**src/rtl/ofdm_symbol_buffer_if.sv**
```systemverilog
// Avalon-ST style sample stream used on both sides of the OFDM symbol buffer.
// The master drives the beat and the slave drives ready.
interface ofdm_symbol_buffer_if #(
    parameter int unsigned DATA_WIDTH = 32
);
    logic [DATA_WIDTH-1:0] data;
    logic                  valid;
    logic                  ready;
    logic                  startofpacket;
    logic                  endofpacket;

    modport master (
        output data, valid, startofpacket, endofpacket,
        input  ready
    );

    modport slave (
        input  data, valid, startofpacket, endofpacket,
        output ready
    );
endinterface

```
**src/rtl/ofdm_symbol_buffer.sv**
```systemverilog
// Ping-pong symbol store between the symbol synchroniser and the FFT.
// Captures framed 64-sample packets and replays them gap-free in natural or bit-reversed order.
module ofdm_symbol_buffer #(
    parameter int unsigned OFDM_SYMBOL_LENGTH = 64,
    parameter int unsigned DATA_WIDTH         = 32,
    parameter bit          BIT_REVERSE        = 1'b0
) (
    input  logic                        clock_clk,
    input  logic                        reset_reset_n,
    ofdm_symbol_buffer_if.slave         asi_in0,
    ofdm_symbol_buffer_if.master        aso_out0,
    output logic                        symbol_drop,
    output logic                        length_error
);

    localparam int unsigned LEN = OFDM_SYMBOL_LENGTH;
    localparam int unsigned AW  = $clog2(LEN);
    localparam logic [AW-1:0] LAST = AW'(LEN - 1);

    typedef enum logic [1:0] {W_IDLE, W_FILL, W_SKIP} w_state_t;
    typedef enum logic       {R_IDLE, R_SEND}         r_state_t;

    logic [DATA_WIDTH-1:0] mem [2][LEN];

    w_state_t              w_state_q, w_state_d;
    logic [AW-1:0]         windex_q, windex_d;
    logic                  wbank_q, wbank_d;
    logic                  we_c;
    logic [AW-1:0]         waddr_c;
    logic                  commit_c;
    logic                  drop_d, lerr_d;

    r_state_t              r_state_q, r_state_d;
    logic [AW-1:0]         rindex_q, rindex_d;
    logic [AW-1:0]         rnext_c;
    logic                  rbank_q, rbank_d;
    logic                  release_c;
    logic [DATA_WIDTH-1:0] data_q, data_d;
    logic                  valid_q, valid_d;
    logic                  sop_q, sop_d;
    logic                  eop_q, eop_d;

    logic [1:0]            full_q, full_d;
    logic                  drop_q, lerr_q;

    function automatic logic [AW-1:0] map_idx(input logic [AW-1:0] k);
        logic [AW-1:0] r;
        r = k;
        if (BIT_REVERSE) begin
            for (int unsigned i = 0; i < AW; i++) r[i] = k[AW-1-i];
        end
        return r;
    endfunction

    // Sink never stalls the synchroniser.
    assign asi_in0.ready          = 1'b1;
    assign aso_out0.data          = data_q;
    assign aso_out0.valid         = valid_q;
    assign aso_out0.startofpacket = sop_q;
    assign aso_out0.endofpacket   = eop_q;
    assign symbol_drop            = drop_q;
    assign length_error           = lerr_q;

    // Write side: framing check and capture into the current write bank.
    always_comb begin
        w_state_d = w_state_q;
        windex_d  = windex_q;
        wbank_d   = wbank_q;
        we_c      = 1'b0;
        waddr_c   = windex_q;
        commit_c  = 1'b0;
        drop_d    = 1'b0;
        lerr_d    = 1'b0;
        case (w_state_q)
            W_IDLE, W_SKIP: begin
                if (asi_in0.valid) begin
                    if (asi_in0.startofpacket) begin
                        if (full_q[wbank_q]) begin
                            drop_d    = 1'b1;
                            w_state_d = asi_in0.endofpacket ? W_IDLE : W_SKIP;
                        end else if (asi_in0.endofpacket) begin
                            // A single-beat packet can never be a whole symbol.
                            lerr_d    = 1'b1;
                            w_state_d = W_IDLE;
                        end else begin
                            we_c      = 1'b1;
                            waddr_c   = '0;
                            windex_d  = AW'(1);
                            w_state_d = W_FILL;
                        end
                    end else if (asi_in0.endofpacket) begin
                        w_state_d = W_IDLE;
                    end
                end
            end
            W_FILL: begin
                if (asi_in0.valid) begin
                    if (asi_in0.startofpacket) begin
                        lerr_d = 1'b1;
                        if (asi_in0.endofpacket) begin
                            w_state_d = W_IDLE;
                        end else begin
                            we_c     = 1'b1;
                            waddr_c  = '0;
                            windex_d = AW'(1);
                        end
                    end else begin
                        we_c = 1'b1;
                        if (windex_q == LAST) begin
                            if (asi_in0.endofpacket) begin
                                commit_c  = 1'b1;
                                wbank_d   = ~wbank_q;
                                w_state_d = W_IDLE;
                            end else begin
                                lerr_d    = 1'b1;
                                w_state_d = W_SKIP;
                            end
                        end else if (asi_in0.endofpacket) begin
                            lerr_d    = 1'b1;
                            w_state_d = W_IDLE;
                        end else begin
                            windex_d = windex_q + AW'(1);
                        end
                    end
                end
            end
            default: w_state_d = W_IDLE;
        endcase
    end

    // Read side: stream the oldest full bank, chaining straight into the other one.
    always_comb begin
        r_state_d = r_state_q;
        rindex_d  = rindex_q;
        rbank_d   = rbank_q;
        release_c = 1'b0;
        data_d    = data_q;
        valid_d   = valid_q;
        sop_d     = sop_q;
        eop_d     = eop_q;
        rnext_c   = rindex_q + AW'(1);
        case (r_state_q)
            R_IDLE: begin
                if (full_q[rbank_q]) begin
                    data_d    = mem[rbank_q][map_idx('0)];
                    valid_d   = 1'b1;
                    sop_d     = 1'b1;
                    eop_d     = 1'b0;
                    rindex_d  = '0;
                    r_state_d = R_SEND;
                end
            end
            R_SEND: begin
                if (aso_out0.ready) begin
                    if (rindex_q == LAST) begin
                        release_c = 1'b1;
                        rbank_d   = ~rbank_q;
                        rindex_d  = '0;
                        if (full_q[~rbank_q]) begin
                            data_d = mem[~rbank_q][map_idx('0)];
                            sop_d  = 1'b1;
                            eop_d  = 1'b0;
                        end else begin
                            valid_d   = 1'b0;
                            sop_d     = 1'b0;
                            eop_d     = 1'b0;
                            r_state_d = R_IDLE;
                        end
                    end else begin
                        rindex_d = rnext_c;
                        data_d   = mem[rbank_q][map_idx(rnext_c)];
                        sop_d    = 1'b0;
                        eop_d    = (rnext_c == LAST);
                    end
                end
            end
            default: r_state_d = R_IDLE;
        endcase
    end

    // Commit and release always target opposite banks.
    always_comb begin
        full_d = full_q;
        if (commit_c)  full_d[wbank_q] = 1'b1;
        if (release_c) full_d[rbank_q] = 1'b0;
    end

    always_ff @(posedge clock_clk or negedge reset_reset_n) begin
        if (!reset_reset_n) begin
            w_state_q <= W_IDLE;
            windex_q  <= '0;
            wbank_q   <= 1'b0;
            r_state_q <= R_IDLE;
            rindex_q  <= '0;
            rbank_q   <= 1'b0;
            data_q    <= '0;
            valid_q   <= 1'b0;
            sop_q     <= 1'b0;
            eop_q     <= 1'b0;
            full_q    <= '0;
            drop_q    <= 1'b0;
            lerr_q    <= 1'b0;
        end else begin
            w_state_q <= w_state_d;
            windex_q  <= windex_d;
            wbank_q   <= wbank_d;
            r_state_q <= r_state_d;
            rindex_q  <= rindex_d;
            rbank_q   <= rbank_d;
            data_q    <= data_d;
            valid_q   <= valid_d;
            sop_q     <= sop_d;
            eop_q     <= eop_d;
            full_q    <= full_d;
            drop_q    <= drop_d;
            lerr_q    <= lerr_d;
        end
    end

    // Sample storage; contents are don't-care until the bank's full flag is set.
    always_ff @(posedge clock_clk) begin
        if (we_c) mem[wbank_q][waddr_c] <= asi_in0.data;
    end

endmodule

```
**src/flat_wrapper.sv**
```systemverilog
// flat-port wrapper written by rule: the top's interface ports become plain ports
module ofdm_symbol_buffer_flat 
#(
    parameter int unsigned OFDM_SYMBOL_LENGTH = 64,
    parameter int unsigned DATA_WIDTH         = 32,
    parameter bit          BIT_REVERSE        = 1'b0
)
  (clock_clk, reset_reset_n, symbol_drop, length_error, asi_in0_data, asi_in0_valid, asi_in0_startofpacket, asi_in0_endofpacket, asi_in0_ready, aso_out0_data, aso_out0_valid, aso_out0_startofpacket, aso_out0_endofpacket, aso_out0_ready);
  ofdm_symbol_buffer_if #(.DATA_WIDTH(DATA_WIDTH)) asi_in0_i ();
  ofdm_symbol_buffer_if #(.DATA_WIDTH(DATA_WIDTH)) aso_out0_i ();
  input  logic clock_clk;
  input  logic reset_reset_n;
  output logic symbol_drop;
  output logic length_error;
  input wire logic [$bits(asi_in0_i.data)-1:0] asi_in0_data;
  input wire logic [$bits(asi_in0_i.valid)-1:0] asi_in0_valid;
  input wire logic [$bits(asi_in0_i.startofpacket)-1:0] asi_in0_startofpacket;
  input wire logic [$bits(asi_in0_i.endofpacket)-1:0] asi_in0_endofpacket;
  output wire logic [$bits(asi_in0_i.ready)-1:0] asi_in0_ready;
  output wire logic [$bits(aso_out0_i.data)-1:0] aso_out0_data;
  output wire logic [$bits(aso_out0_i.valid)-1:0] aso_out0_valid;
  output wire logic [$bits(aso_out0_i.startofpacket)-1:0] aso_out0_startofpacket;
  output wire logic [$bits(aso_out0_i.endofpacket)-1:0] aso_out0_endofpacket;
  input wire logic [$bits(aso_out0_i.ready)-1:0] aso_out0_ready;
  assign asi_in0_i.data = asi_in0_data;
  assign asi_in0_i.valid = asi_in0_valid;
  assign asi_in0_i.startofpacket = asi_in0_startofpacket;
  assign asi_in0_i.endofpacket = asi_in0_endofpacket;
  assign asi_in0_ready = asi_in0_i.ready;
  assign aso_out0_data = aso_out0_i.data;
  assign aso_out0_valid = aso_out0_i.valid;
  assign aso_out0_startofpacket = aso_out0_i.startofpacket;
  assign aso_out0_endofpacket = aso_out0_i.endofpacket;
  assign aso_out0_i.ready = aso_out0_ready;
  ofdm_symbol_buffer #(.OFDM_SYMBOL_LENGTH(OFDM_SYMBOL_LENGTH), .DATA_WIDTH(DATA_WIDTH), .BIT_REVERSE(BIT_REVERSE)) u_core (.clock_clk(clock_clk), .reset_reset_n(reset_reset_n), .asi_in0(asi_in0_i), .aso_out0(aso_out0_i), .symbol_drop(symbol_drop), .length_error(length_error));
endmodule
```
**config.mk**
```make
export PLATFORM = sky130hd
export DESIGN_NAME = ofdm_symbol_buffer_flat
export DESIGN_NICKNAME = d
export VERILOG_FILES = /design/src/rtl/ofdm_symbol_buffer_if.sv /design/src/rtl/ofdm_symbol_buffer.sv /design/src/flat_wrapper.sv
export SDC_FILE = /design/constraint.sdc
export NUM_CORES = 2
export LEC_CHECK = 0
export CORE_MARGIN = 4
export CORE_UTILIZATION = 57
export DETAILED_ROUTE_END_ITERATION = 7
export PLACE_DENSITY = 0.76
export SKIP_CTS_REPAIR_TIMING = 1
export SKIP_LAST_GASP = 1
export SLEW_MARGIN = 20
export SYNTH_ARGS = -nofsm -noshare
export SYNTH_HDL_FRONTEND = slang
export SYNTH_SLANG_ARGS = --single-unit
export TNS_END_PERCENT = 1
```
**constraint.sdc**
```tcl
create_clock -name clock_clk -period 3.9 [get_ports clock_clk]
set_input_delay 0.78 -clock clock_clk [delete_from_list [all_inputs] [get_ports clock_clk]]
set_output_delay 0.78 -clock clock_clk [all_outputs]
set_load 0.01 [all_outputs]
```
==> results.toml <==
[routing]
dr.pass1.iters = 6
vias = 87100
routedWlPerCell_um = 37.6
postRouteAntennaNets = 0
drt_iter0_markers = 16000
drt-vias-per-instance = 7.02
wl_mm = 466
drc = 0

[timing]
drv_slew = 0
min_period_ns = 3.99
fin_skew_ns = 0.0806
tightestPinTransition_ns = 1.20
fin_setup_tns_ns = -0.0873
final-hold-violation-count = 0
fin_crit_sh_pct = 102
setup_slack_ns = -0.0873
setup_viol_count_final = 1
slew_headroom_pct = 17.7
max_freq_mhz = 251
rsz0062_at_grt = "false"

[cts]
cts-htree-levels = 5
clk_path_buf_depth = 4
clkTransAtPathRegs_ns = 0.07
root_buffer = "clkbuf_16"
worstSkewPairLatency_ns = 0.96
cts.sinks = 4152
cts_tree = "yes"
numCtsBuffers = 395

[status]
violations = "setup timing"
status = "finished with violations"

[finish]
final_cell_area_um2 = 186000
syn2layout_area_growth_pct = 14.7
fin_cells = 12400
drive_above_1_share_pct = 26.6
fin_nets = 8357

[power]
p_leak_nw = 57.0
powerDensity_nw_per_um2 = 575
vdd_ir_drop_max_mv = 0.628

[global_routing]
grt_pass1_wl_mm = 656
grt_pass1_vias = 85500
grt.overflow.total = 0
antenna_found_initial = 39
grt_max_degree = 129
track_usage_pct = 31.8

[worst_setup_path]
critPathRequiredTime_ns = 4.77
cp.depth = 12
critPathKind = "register to register"
cp_cell_sequence = "clkinv_1 > ha_4 > buf_12 > or2_4 > buf_12 > buf_4 > o221ai_1 > a21oi_1 > o21ai_0 > buf_4 > o211ai_1 > o31ai_1"
cp-start-kind = "register"
cp_max_fo = 14
arrival_ns = 4.85
max_stage_delay_ns = 0.78
path_buf_inv = 5
crit_family = "compound AO/OA/AOI/OAI gates"
endpoint_kind = "register"
rr_worst_depth = 12
crit_slowest_cell = "o21ai_0"

[die]
start_util_pct = 57.3
num_rows = 195
ios = 76
design.core.area_um2 = 282000
die_area_um2 = 292000
die_h_um = 541
dieWidth_um = 541

[synthesis]
yosysUniqueCellTypes = 82
synth.largest_area_cell = "edfxtp_1"
yosysSeqAreaShare_pct = 76.9
synth.most_common_cell = "edfxtp_1"
synth_area_leaders = "edfxtp_1 76%, mux4_2 12%, mux2i_1 2.9%, nand2_1 0.91%, dfrtp_1 0.87%"
ys_async_sr_fraction_pct = 1.35
synth_seq_cells = 4152
syn_nets = 7700
synth_top_area_share_pct = 76.0
synth_common_cells = "4,096 x edfxtp_1, 861 x mux4_2, 465 x mux2i_1"
yosys_warnings = 0
synth_area_um2 = 162000
syn-instance-count = 7658
synth_area_per_cell_um2 = 21.1
ys.flop_type = "edfxtp_1"
synth_edf_count = 4096

[placement]
post-place-ws_ns = -0.268
dpl-instance-area_um2 = 172000
hpwlAfterDp_mm = 274
placed_cells = 11700
place.gp.congestion = 0.931
port_buffers = 74

[worst_hold_path]
hold_path.class = "input port to register"
min_path_cells = 1

[flow_run]
maxCapViolCount = 0
registers in the layout, indices dropped and copies added, names as in the netlist:
| register | count |
|---|---|
| u_core.aso_out0.endofpacket | 1 |
| u_core.wbank_q | 1 |
| u_core.length_error | 1 |
| u_core.rindex_q | 6 |
| u_core.aso_out0.valid | 1 |
| u_core.aso_out0.startofpacket | 1 |
| u_core.r_state_q | 1 |
| u_core.mem | 4096 |
| u_core.windex_q | 6 |
| u_core.w_state_q | 2 |
| u_core.rbank_q | 1 |
| u_core.symbol_drop | 1 |
| u_core.full_q | 2 |
| u_core.aso_out0.data | 32 |
final timing paths:
check / from / end / slack, ns
max: u_core.rindex_q[0]$_DFFE_PN0P_ / u_core.aso_out0.data[23]$_DFFE_PN0P_ / -0.09
min: asi_in0_data[14] / u_core.mem[1][1262]$_DFFE_PP_ / 0.29
max reg2reg: u_core.rindex_q[0]$_DFFE_PN0P_ / u_core.aso_out0.data[23]$_DFFE_PN0P_ / -0.09
min reg2reg: u_core.w_state_q[1]$_DFFE_PN0P_ / u_core.w_state_q[1]$_DFFE_PN0P_ / 0.63
max in group asynchronous: reset_reset_n / u_core.aso_out0.data[7]$_DFFE_PN0P_ / 2.51
min in group asynchronous: reset_reset_n / u_core.aso_out0.data[11]$_DFFE_PN0P_ / 0.51
cell families (layout without fill, tap and decap cells):
logic type / count (synthesis) / count (layout) / synth area share [%]
DFF: 4152 / 4152 / 76.9
buffers and inverters: 460 / 1451 / 2.00
other: 1 / 11 / 0.00232
adders and majority gates: 4 / 4 / 0.0309
AOI/OAI and AO/OA: 791 / 791 / 3.38
and+or+nand+nor: 878 / 878 / 2.32
xor gates and xnor gates: 7 / 7 / 0.0495
muxes: 1365 / 1365 / 15.3
final cells by class:
type                       count  area (um^2)
inverter                       3         16.3
multi-input combinational   3046        35300
sequential                  4152       124000
clock buffer                 497        10400
tap                         3743         4680
antenna                       10         25.0
fill                       17000        96800
timing repair buffer         717         8080
clock inverter               234         2560
through the flow:
stage,power (mW),util [%],hold WS [ns]
after global placement,67.7,61.1,0.567
after CTS,106,65.7,-0.0749
final,107,65.7,0.292
after floorplan,58.7,-,0.484
after detailed placement,68.0,61.1,0.592
after global routing,109,65.7,0.272
power by group:
part	internal, mW	total (mW)	switching (mW)
clock network	21.9	38.6	16.7
logic	5.93	18.3	12.4
registers	49.2	49.7	0.532
total	77.0	107	29.7
metal layers:
metal,GRT usage [%],up-vias,share of wire [%]
met5,0,-,0.091
met4,15.0,26,5.8
met3,11.2,1163,16
met2,46.3,7596,45
met1,43.5,44800,34
li1,-,33400,-
cells in the final DEF (no fill, tap or decap), types with 98 or more instances in the layout:
master	Yosys	layout
buf_4	76	467
nor2_1	227	98
nor2_4	0	129
a21oi_1	166	165
nand2_1	394	389
mux4_2	861	861
nand3_1	118	116
buf_12	4	201
edfxtp_1	4096	4096
mux2i_1	465	464
clkbuf_16	0	399
(Power assumes the default switching activity.)
